## config.mk

```make
export PLATFORM = sky130hd
export DESIGN_NAME = mem_initiator
export DESIGN_NICKNAME = d
export VERILOG_FILES = /design/src/rtl/mem_pkg.sv /design/src/rtl/mem_strobe_timer.sv /design/src/rtl/mem_initiator.sv
export SDC_FILE = /design/constraint.sdc
export NUM_CORES = 1
export LEC_CHECK = 0
export ABC_AREA = 0
export BUFFER_PORTS_ARGS = -buffer_cell sky130_fd_sc_hd__buf_2
export CAP_MARGIN = 20
export CORE_ASPECT_RATIO = 0.75
export CORE_MARGIN = 3
export CORE_UTILIZATION = 30
export DETAILED_ROUTE_END_ITERATION = 10
export GPL_ROUTABILITY_DRIVEN = 0
export SLEW_MARGIN = 5
export SYNTH_ARGS = -nofsm -noshare
export SYNTH_HDL_FRONTEND = slang
export SYNTH_SLANG_ARGS = --single-unit
```

## constraint.sdc

```tcl
create_clock -name clk -period 4.3 [get_ports clk]
set_clock_uncertainty 0.05 [all_clocks]
set_input_delay 0.645 -clock clk [delete_from_list [all_inputs] [get_ports clk]]
set_output_delay 0.645 -clock clk [all_outputs]
set_load 0.005 [all_outputs]
```

## src/rtl/mem_pkg.sv

```systemverilog
// Shared encodings for the byte-serial memory initiator: access sizes,
// FSM states and the size-to-byte-count helper.
package mem_pkg;

    localparam logic [1:0] WS_BYTE  = 2'b00;
    localparam logic [1:0] WS_HALF  = 2'b01;
    localparam logic [1:0] WS_WORD  = 2'b10;
    localparam logic [1:0] WS_DWORD = 2'b11;

    typedef enum logic [1:0] {
        IDLE,
        SETUP,
        STROBE,
        RESP
    } state_e;

    function automatic logic [3:0] ws_nbytes(input logic [1:0] ws);
        logic [3:0] n;
        case (ws)
            WS_BYTE: n = 4'd1;
            WS_HALF: n = 4'd2;
            WS_WORD: n = 4'd4;
            default: n = 4'd8;
        endcase
        return n;
    endfunction

endpackage

```

## src/rtl/mem_strobe_timer.sv

```systemverilog
// Counts cycles spent in one strobe; expired is high during the limit-th
// enabled cycle so the owner can act on that same edge.
module mem_strobe_timer #(
    parameter int WIDTH = 5
) (
    input  logic             clk,
    input  logic             rst_n,
    input  logic             clear,
    input  logic             enable,
    input  logic [WIDTH-1:0] limit,
    output logic             expired
);

    localparam logic [WIDTH-1:0] ONE = WIDTH'(1);

    logic [WIDTH-1:0] count_q;
    logic [WIDTH-1:0] count_d;

    // NOTE: count_d gets its default before any branch, so no path leaves it unassigned and no latch is inferred.
    always_comb begin
        count_d = count_q;
        if (clear) begin
            count_d = '0;
        end else if (enable) begin
            count_d = count_q + ONE;
        end
    end

    assign expired = enable && (count_q == (limit - ONE));

    // NOTE: flops use non-blocking assignments so every register samples pre-edge values; rst_n is synchronous.
    always_ff @(posedge clk) begin
        if (!rst_n) begin
            count_q <= '0;
        end else begin
            count_q <= count_d;
        end
    end

endmodule

```

## src/rtl/mem_initiator.sv

```systemverilog
// Initiator side of the Mov/Moc handshake: splits CPU loads/stores into
// big-endian single-byte memory transactions and assembles read data.
module mem_initiator
    import mem_pkg::*;
#(
    parameter int TIMEOUT   = 16,
    parameter int WR_CYCLES = 1
) (
    input  logic        clk,
    input  logic        rst_n,
    input  logic        req_valid,
    output logic        req_ready,
    input  logic        req_rw,
    input  logic [1:0]  req_ws,
    input  logic [7:0]  req_addr,
    input  logic [63:0] req_wdata,
    output logic        resp_valid,
    output logic        resp_err,
    output logic [63:0] resp_rdata,
    output logic        Mov,
    output logic        RW,
    output logic [7:0]  Address,
    output logic [1:0]  ws,
    output logic [31:0] DataIn,
    input  logic [31:0] DataOut,
    input  logic        Moc
);

    localparam int TMAX = (TIMEOUT > WR_CYCLES) ? TIMEOUT : WR_CYCLES;
    localparam int TW   = $clog2(TMAX + 1);
    localparam logic [TW-1:0] RD_LIMIT = TW'(TIMEOUT);
    localparam logic [TW-1:0] WR_LIMIT = TW'(WR_CYCLES);

    state_e      state_q, state_d;
    logic        rw_q, rw_d;
    logic [3:0]  n_q, n_d;
    logic [3:0]  k_q, k_d;
    logic [7:0]  addr_q, addr_d;
    logic [63:0] wshift_q, wshift_d;
    logic [63:0] accum_q, accum_d;
    logic        err_q, err_d;

    logic [3:0]    req_n;
    logic [3:0]    k_inc;
    logic          byte_done;
    logic          tmr_enable;
    logic          tmr_clear;
    logic          tmr_expired;
    logic [TW-1:0] tmr_limit;
    logic          data_out_unused;

    assign data_out_unused = ^DataOut[31:8];
    assign req_n           = ws_nbytes(req_ws);
    assign k_inc           = k_q + 4'd1;
    assign tmr_enable      = (state_q == STROBE);
    assign tmr_clear       = !tmr_enable;
    assign tmr_limit       = rw_q ? RD_LIMIT : WR_LIMIT;

    mem_strobe_timer #(
        .WIDTH (TW)
    ) u_timer (
        .clk     (clk),
        .rst_n   (rst_n),
        .clear   (tmr_clear),
        .enable  (tmr_enable),
        .limit   (tmr_limit),
        .expired (tmr_expired)
    );

    always_comb begin
        state_d   = state_q;
        rw_d      = rw_q;
        n_d       = n_q;
        k_d       = k_q;
        addr_d    = addr_q;
        wshift_d  = wshift_q;
        accum_d   = accum_q;
        err_d     = err_q;
        byte_done = 1'b0;

        case (state_q)
            IDLE: begin
                if (req_valid) begin
                    rw_d    = req_rw;
                    n_d     = req_n;
                    k_d     = 4'd0;
                    addr_d  = req_addr;
                    accum_d = '0;
                    err_d   = 1'b0;
                    // Left-justify the store value so its MSB leaves first.
                    wshift_d = req_rw ? '0 : (req_wdata << {4'd8 - req_n, 3'b000});
                    state_d = SETUP;
                end
            end

            SETUP: begin
                state_d = STROBE;
            end

            STROBE: begin
                if (rw_q) begin
                    // Moc is tested ahead of expiry so a coincident Moc succeeds.
                    if (Moc) begin
                        accum_d   = {accum_q[55:0], DataOut[7:0]};
                        byte_done = 1'b1;
                    end else if (tmr_expired) begin
                        err_d   = 1'b1;
                        accum_d = '0;
                        state_d = RESP;
                    end
                end else if (tmr_expired) begin
                    wshift_d  = {wshift_q[55:0], 8'h00};
                    byte_done = 1'b1;
                end

                if (byte_done) begin
                    k_d     = k_inc;
                    addr_d  = addr_q + 8'd1;
                    state_d = (k_inc == n_q) ? RESP : SETUP;
                end
            end

            RESP: begin
                state_d = IDLE;
            end

            default: begin
                state_d = IDLE;
            end
        endcase
    end

    always_ff @(posedge clk) begin
        if (!rst_n) begin
            state_q  <= IDLE;
            rw_q     <= 1'b1;
            n_q      <= 4'd0;
            k_q      <= 4'd0;
            addr_q   <= 8'd0;
            wshift_q <= '0;
            accum_q  <= '0;
            err_q    <= 1'b0;
        end else begin
            state_q  <= state_d;
            rw_q     <= rw_d;
            n_q      <= n_d;
            k_q      <= k_d;
            addr_q   <= addr_d;
            wshift_q <= wshift_d;
            accum_q  <= accum_d;
            err_q    <= err_d;
        end
    end

    assign req_ready  = (state_q == IDLE);
    assign resp_valid = (state_q == RESP);
    assign resp_err   = resp_valid && err_q;
    assign resp_rdata = (resp_valid && rw_q && !err_q) ? accum_q : '0;

    assign Mov     = (state_q == STROBE);
    assign RW      = rw_q;
    assign Address = addr_q;
    assign ws      = WS_BYTE;
    assign DataIn  = {24'h000000, wshift_q[63:56]};

endmodule

```

==> results.sh, run 1 <==
export IMPL_tightest_slew_ns=0.903
export IMPL_stdcell_count=1371
export IMPL_hold_path_startpoint="DataOut[7]"
export IMPL_clkLatencyLatePin_ns=0.43
export IMPL_period_share_pct=65.3
export IMPL_cts_setup_buffers=0
export IMPL_io_buffers=171
export IMPL_clock_path_buffers=2
export IMPL_worst_setup_path_type="register to primary output"
export IMPL_fp_dieH_um=145
export IMPL_wl_per_cell_um=17.6
export IMPL_ys_flop_type="dfxtp_1"
export IMPL_place_area_um2=8680
export IMPL_antenna_found_initial=2
export IMPL_cts_resized_gates=0
export IMPL_drv_slew=0
export IMPL_grt_pass1_vias=6534
export IMPL_whs_path_depth=3
export IMPL_timing_rr_start="state_q[0]$_SDFFE_PN0P_"
export IMPL_seq_area_um2=3060
export IMPL_dp_cells=1337
export IMPL_multi_input_area_um2=4190
export IMPL_critPathLaunchType="register"
export IMPL_yosysMostFrequentCell="dfxtp_1"
export IMPL_hp_class="input port to register"
export IMPL_globalRouteOverflowTotal=0
export IMPL_core_area_um2=25200
export IMPL_rsz0062_at_grt="no"
export IMPL_drive_above_1_share_pct=24.6
export IMPL_yosysWarningCount=0
export IMPL_ir_drop_mv=0.269
export IMPL_cts_made_buffers=17
export IMPL_dieWidth_um=192
export IMPL_fmax_ghz=0.356
export IMPL_cts_hold_buffers=0
export IMPL_rr_worst_depth=6
export IMPL_cts_max_level=4
export IMPL_detailed_place_hpwl_mm=16.5
export IMPL_power_mw=3.81
export IMPL_worstReg2RegEnd="accum_q[42]$_SDFFE_PN0P_"
export IMPL_synth_area_leaders="dfxtp_1 39%, a32oi_1 7.3%, and2_1 5.3%"
export IMPL_final_fill_count=2555
export IMPL_area_growth_pct=20.4
export IMPL_rows=50
export IMPL_grt_max_degree=87
export IMPL_fin_util_pct=37.1
export IMPL_die_area_um2=27900
export IMPL_io_pins=222
export IMPL_cellPowerDensity_nw_per_um2=406
export IMPL_synth_commonest_cells="153 x dfxtp_1, 95 x nand2_1, 80 x o21ai_0"
export IMPL_cp_data_required_time_ns=3.61
export IMPL_clk_pin_slew_ns=0.06
export IMPL_nets=1132
export IMPL_avgSynthCellArea_um2=8.52
export IMPL_vias=7306
export IMPL_finalSetupViolations=0
export IMPL_track_usage_pct=16.7
export IMPL_worst_slack_ns=1.49
export IMPL_power_leakage_nw=3.71
export IMPL_async_flop_share_pct=0
export IMPL_hold_viol=0
export IMPL_yosysUniqueCellTypes=56
export IMPL_cp_arrival_ns=2.11
export IMPL_cts_tree="built"
export IMPL_maxCapViolCount=0
export IMPL_worstPathMaxFanout=64
export IMPL_endpoint_kind="primary output"
export IMPL_holdPathEnd="accum_q[7]$_SDFFE_PN0P_"
export IMPL_totalWireLength_mm=24.1
export IMPL_top_layer="met4"
export IMPL_synthCells=913
export IMPL_ys_ff_latch=153
export IMPL_netlist_area_um2=7780
export IMPL_dr_pass1_iters=5
export IMPL_synth_edf_count=0
export IMPL_cts_root_buf="clkbuf_16"
export IMPL_final_area_um2=9370
export IMPL_drtIter0Drc=792
export IMPL_synth_top_area_share_pct=39.4
export IMPL_drc=0
export IMPL_pre_cts_slack_ns=1.59
export IMPL_max_slew_margin_pct=39.7
export IMPL_r2r_setup_slack_ns=1.59
export IMPL_avgViaCountPerCell=5.33
export IMPL_initial_core_util_pct=30.9
export IMPL_grt_pass1_wl_mm=37.4
export IMPL_route_met3_wl_mm=1.41
export IMPL_yosys_area_top_type="dfxtp_1"
export IMPL_dr_wl_met2_mm=11.0
export IMPL_min_period_ns=2.81
export IMPL_fin_setup_tns_ns=0
export IMPL_clkSinkCount=153
export IMPL_wl_met1_mm=11.5
export IMPL_yosysSeqAreaShare_pct=39.4
export IMPL_outcome="complete, no violations"
export IMPL_holdWs_ns=0.381
export IMPL_ant_nets=0
flip-flops by register name, indices dropped and copies added (netlist names):
name,flops
Address,8
err_q,1
state_q,2
k_q,4
RW,1
accum_q,64
wshift_q,64
u_timer.count_q,5
n_q,4
area by class of cell:
cell class,instances,area share (%)
repair buffers,185,10.5
inverters,6,0.240
multi-input cells,655,44.7
well taps,338,4.52
flip-flops and latches,153,32.7
diodes,2,0.0534
clock buffers,19,4.73
clock inverters,13,2.55
cells by family after synthesis:
| kind of cell | count (synthesis) | synth area share, % |
|---|---|---|
| other | 1 | 0.0482 |
| adders and majority gates | 3 | 0.482 |
| AOI/OAI and AO/OA | 283 | 26.5 |
| buffers and inverters | 130 | 8.38 |
| muxes | 40 | 5.63 |
| DFF | 153 | 39.4 |
| xor gates and xnor gates | 9 | 1.01 |
| and+or+nand+nor | 294 | 18.6 |
worst max-delay path by stage:
stage / from / end / slack, ns / depth (start not counted)
final: RW$_SDFFE_PN1P_ / resp_rdata[9] / 1.49 / 4
after detailed placement: req_valid / wshift_q[5]$_SDFFE_PN0P_ / 1.59 / 6
after CTS: RW$_SDFFE_PN1P_ / resp_rdata[46] / 1.46 / 4
after floorplan: req_valid / wshift_q[15]$_SDFFE_PN0P_ / 2.19 / 6
after global placement: req_ws[1] / wshift_q[17]$_SDFFE_PN0P_ / 1.61 / 5
after global routing: RW$_SDFFE_PN1P_ / resp_rdata[27] / 1.36 / 4
worst max-delay path: stages, from the launching register on:
cell	delay (ns)
dfxtp_1	0.67
and3b_1	0.23
buf_4	0.42
and2_1	0.23
buf_2	0.12
layer usage:
layer / vias up / GRT usage [%]
met5: - / 0
li1: 3530 / -
met3: 20 / 3.59
met2: 189 / 24.1
met1: 3567 / 25.0
met4: 0 / 3.92
report_power, final:
| group | internal, mW | total [mW] | switching, mW |
|---|---|---|---|
| Sequential | 1.49 | 1.55 | 0.0574 |
| Clock | 1.11 | 1.74 | 0.625 |
| Combinational | 0.192 | 0.516 | 0.323 |
cell usage in the layout, fill, tap and decap left out, types with 6 or more instances in the layout:
master,synthesis,final
a211oi_1,17,17
a21oi_1,28,27
a221oi_1,25,25
a22oi_1,15,15
a2bb2oi_1,22,22
a32oi_1,65,65
and2_1,66,66
buf_2,20,170
buf_4,37,14
bufinv_16,0,6
clkbuf_16,0,17
conb_1,1,26
dfxtp_1,153,153
mux2_2,20,20
mux2i_1,19,19
nand2_1,95,95
nand3_1,17,17
nor2_1,56,55
nor3_1,28,28
o21ai_0,80,80
o221a_2,8,8
(Power assumes the default switching activity.)
==> run 2, diff against run 1 <==
--- a/config.mk
+++ b/config.mk
@@ -5,7 +5,7 @@
 export SDC_FILE = /design/constraint.sdc
 export NUM_CORES = 1
 export LEC_CHECK = 0
-export ABC_AREA = 0
+export ABC_AREA = 1
 export BUFFER_PORTS_ARGS = -buffer_cell sky130_fd_sc_hd__buf_2
 export CAP_MARGIN = 20
 export CORE_ASPECT_RATIO = 0.75
==> constraint.sdc (replaced) <==
create_clock -name clk -period 2.68 [get_ports clk]
set_clock_uncertainty 0.05 [all_clocks]
set_input_delay 0.402 -clock clk [delete_from_list [all_inputs] [get_ports clk]]
set_output_delay 0.402 -clock clk [all_outputs]
set_load 0.005 [all_outputs]
==> run 2 against run 1 <==
Net effect: sequential power rose by 86%; final area rose by 11%; critical path depth rose by 4; global-route usage rose by 1.2 points; via count rose by 25%; register-to-register slack got worse by 1.1 ns; worst hold slack got worse by 0.13 ns; utilization fell by 0.57 points; cell count rose by 46%; critical endpoint is now accum_q[49]$_SDFFE_PN0P_; synthesized cell count rose by 62%; clock-buffer cell count rose by 2; sequential share of layout area fell by 3.1 points.
==> results.sh, run 2 <==
export IMPL_cts_tree="built"
export IMPL_globalRouteOverflowTotal=0
export IMPL_min_period_ns=2.15
export IMPL_vias=9125
export IMPL_cts_hold_buffers=0
export IMPL_antenna_found_initial=2
export IMPL_outcome="complete, no violations"
export IMPL_grt_pass1_wl_mm=45.2
export IMPL_rsz0062_at_grt="no"
export IMPL_final_common_cell="nand2_1"
export IMPL_area_growth_pct=18.6
export IMPL_yosysSeqAreaShare_pct=35.1
export IMPL_io_buffers=171
export IMPL_cts_resized_gates=0
export IMPL_async_flop_share_pct=0
export IMPL_cellPowerDensity_nw_per_um2=745
export IMPL_synth_commonest_cells="416 x nand2_1, 390 x nor2_1, 153 x dfxtp_1"
export IMPL_max_slew_margin_pct=42.6
export IMPL_timing_rr_start="state_q[1]$_SDFFE_PN0P_"
export IMPL_clock_path_buffers=2
export IMPL_startpoint="state_q[1]$_SDFFE_PN0P_"
export IMPL_endpoint_kind="register"
export IMPL_hold_viol=0
export IMPL_drc=0
export IMPL_hp_class="input port to register"
export IMPL_clkLatencyLatePin_ns=0.43
export IMPL_grt_max_degree=65
export IMPL_cts_made_buffers=17
export IMPL_cp_arrival_ns=2.40
export IMPL_grt_pass1_vias=8350
export IMPL_place_area_um2=9770
export IMPL_synthCells=1480
export IMPL_drtIter0Drc=789
export IMPL_initial_core_util_pct=30.8
export IMPL_ant_nets=0
export IMPL_dieWidth_um=203
export IMPL_fp_dieH_um=154
export IMPL_tightest_slew_ns=0.851
export IMPL_track_usage_pct=17.9
export IMPL_diodes=0
export IMPL_fmax_ghz=0.464
export IMPL_maxCapViolCount=0
export IMPL_power_mw=7.71
export IMPL_yosys_area_top_type="dfxtp_1"
export IMPL_worst_setup_path_type="register to register"
export IMPL_netlist_area_um2=8730
export IMPL_cts_setup_buffers=0
export IMPL_final_cell_mix="414 x nand2_1, 389 x nor2_1, 170 x buf_2"
export IMPL_wl_per_cell_um=14.2
export IMPL_synth_area_leaders="dfxtp_1 35%, nand2_1 18%, nor2_1 17%"
export IMPL_rr_worst_depth=8
export IMPL_nets=1712
export IMPL_clkSinkCount=153
export IMPL_core_area_um2=28300
export IMPL_ir_drop_mv=0.440
export IMPL_r2r_setup_slack_ns=0.53
export IMPL_avgSynthCellArea_um2=5.90
export IMPL_worstReg2RegEnd="accum_q[49]$_SDFFE_PN0P_"
export IMPL_finalSetupViolations=0
export IMPL_power_leakage_nw=5.26
export IMPL_yosysMostFrequentCell="nand2_1"
export IMPL_clk_pin_slew_ns=0.07
export IMPL_drv_slew=0
export IMPL_worstPathMaxFanout=60
export IMPL_avgViaCountPerCell=4.57
export IMPL_crit_path_end="accum_q[49]$_SDFFE_PN0P_"
export IMPL_yosysUniqueCellTypes=32
export IMPL_yosysWarningCount=0
export IMPL_rows=53
export IMPL_critPathLaunchType="register"
export IMPL_synth_edf_count=0
export IMPL_ys_ff_latch=153
export IMPL_fin_util_pct=36.6
export IMPL_fin_setup_tns_ns=0
export IMPL_totalWireLength_mm=28.3
export IMPL_detailed_place_hpwl_mm=19.7
export IMPL_period_share_pct=80.4
export IMPL_drive_above_1_share_pct=15.3
export IMPL_cts_max_level=4
export IMPL_cts_root_buf="clkbuf_16"
export IMPL_die_area_um2=31200
export IMPL_ys_flop_type="dfxtp_1"
export IMPL_final_area_um2=10400
export IMPL_io_pins=222
export IMPL_dr_pass1_iters=5
export IMPL_cp_data_required_time_ns=2.93
export IMPL_synth_top_area_share_pct=35.1
[run 2: cell count changes after synthesis, sizes merged, moves of 25 or more]
cell    delta
and2      -66
nor2     +335
nand2    +324
a221oi    -25
nor3      -27
a32oi     -65
inv      +142
nand3     +73
[run 2: cell families (layout without fill, tap and decap cells)]
group,after synthesis,in the layout,share of synthesized area [%]
compound gates,123,123,7.95
xor+xnor,1,1,0.100
fa+ha+maj,3,3,0.430
buf+inv,269,375,13.7
flops,153,153,35.1
other cells,1,26,0.0429
simple gates,930,930,42.7
[run 2: layout make-up]
cell class                      count  area [um^2]
Clock buffer                       21          470
Clock inverter                     11          115
Fill cell                        3116        18000
Inverter                          147          552
Multi-Input combinational cell   1083         4580
Sequential cell                   153         3060
Tap cell                          385          482
Timing Repair Buffer              196         1100
[run 2: metal layers]
metal	track usage, %	vias up	share of wire [%]
met5	0	-	0.046
met4	4.85	2	1.5
met3	3.77	29	5.4
met2	26.9	231	44
met1	26.0	4175	49
li1	-	4688	-
[run 2: how the worst min path moves through the flow]
stage / start / endpoint / depth (start not counted)
2_1_floorplan: u_timer.count_q[0]$_SDFF_PN0_ / u_timer.count_q[0]$_SDFF_PN0_ / 1
3_3_place_gp: u_timer.count_q[0]$_SDFF_PN0_ / u_timer.count_q[0]$_SDFF_PN0_ / 1
3_5_place_dp: u_timer.count_q[0]$_SDFF_PN0_ / u_timer.count_q[0]$_SDFF_PN0_ / 1
4_1_cts: req_addr[5] / Address[5]$_SDFFE_PN0P_ / 5
5_1_grt: req_addr[6] / Address[6]$_SDFFE_PN0P_ / 5
6_report: req_addr[6] / Address[6]$_SDFFE_PN0P_ / 5
[run 2: power breakdown]
group | internal (mW) | leakage (nW) | switching [mW]
Sequential | 2.70 | 1.26 | 0.189
Combinational | 0.806 | 3.73 | 1.60
Clock | 1.37 | 0.274 | 1.05
[run 2: worst max-delay path, cell delays in order (launching register included)]
cell and delay [ns]:
dfxtp_1 0.39, nand2_2 0.26, inv_2 0.34, nand3_2 0.13, nand2_2 0.33, buf_12 0.31, nand2_1 0.08, nand2_1 0.07
nor2_1 0.04
[run 2: per-stage QoR]
stage | setup slack (ns) | instances | hold WS, ns
final | 0.526 | 1996 | 0.251
after global routing | 0.332 | 1996 | 0.272
after CTS | 0.491 | 1996 | 0.231
after detailed placement | 0.498 | 1964 | 0.409
after global placement | 0.524 | 1964 | 0.401
after floorplan | 1.05 | 1505 | 0.380
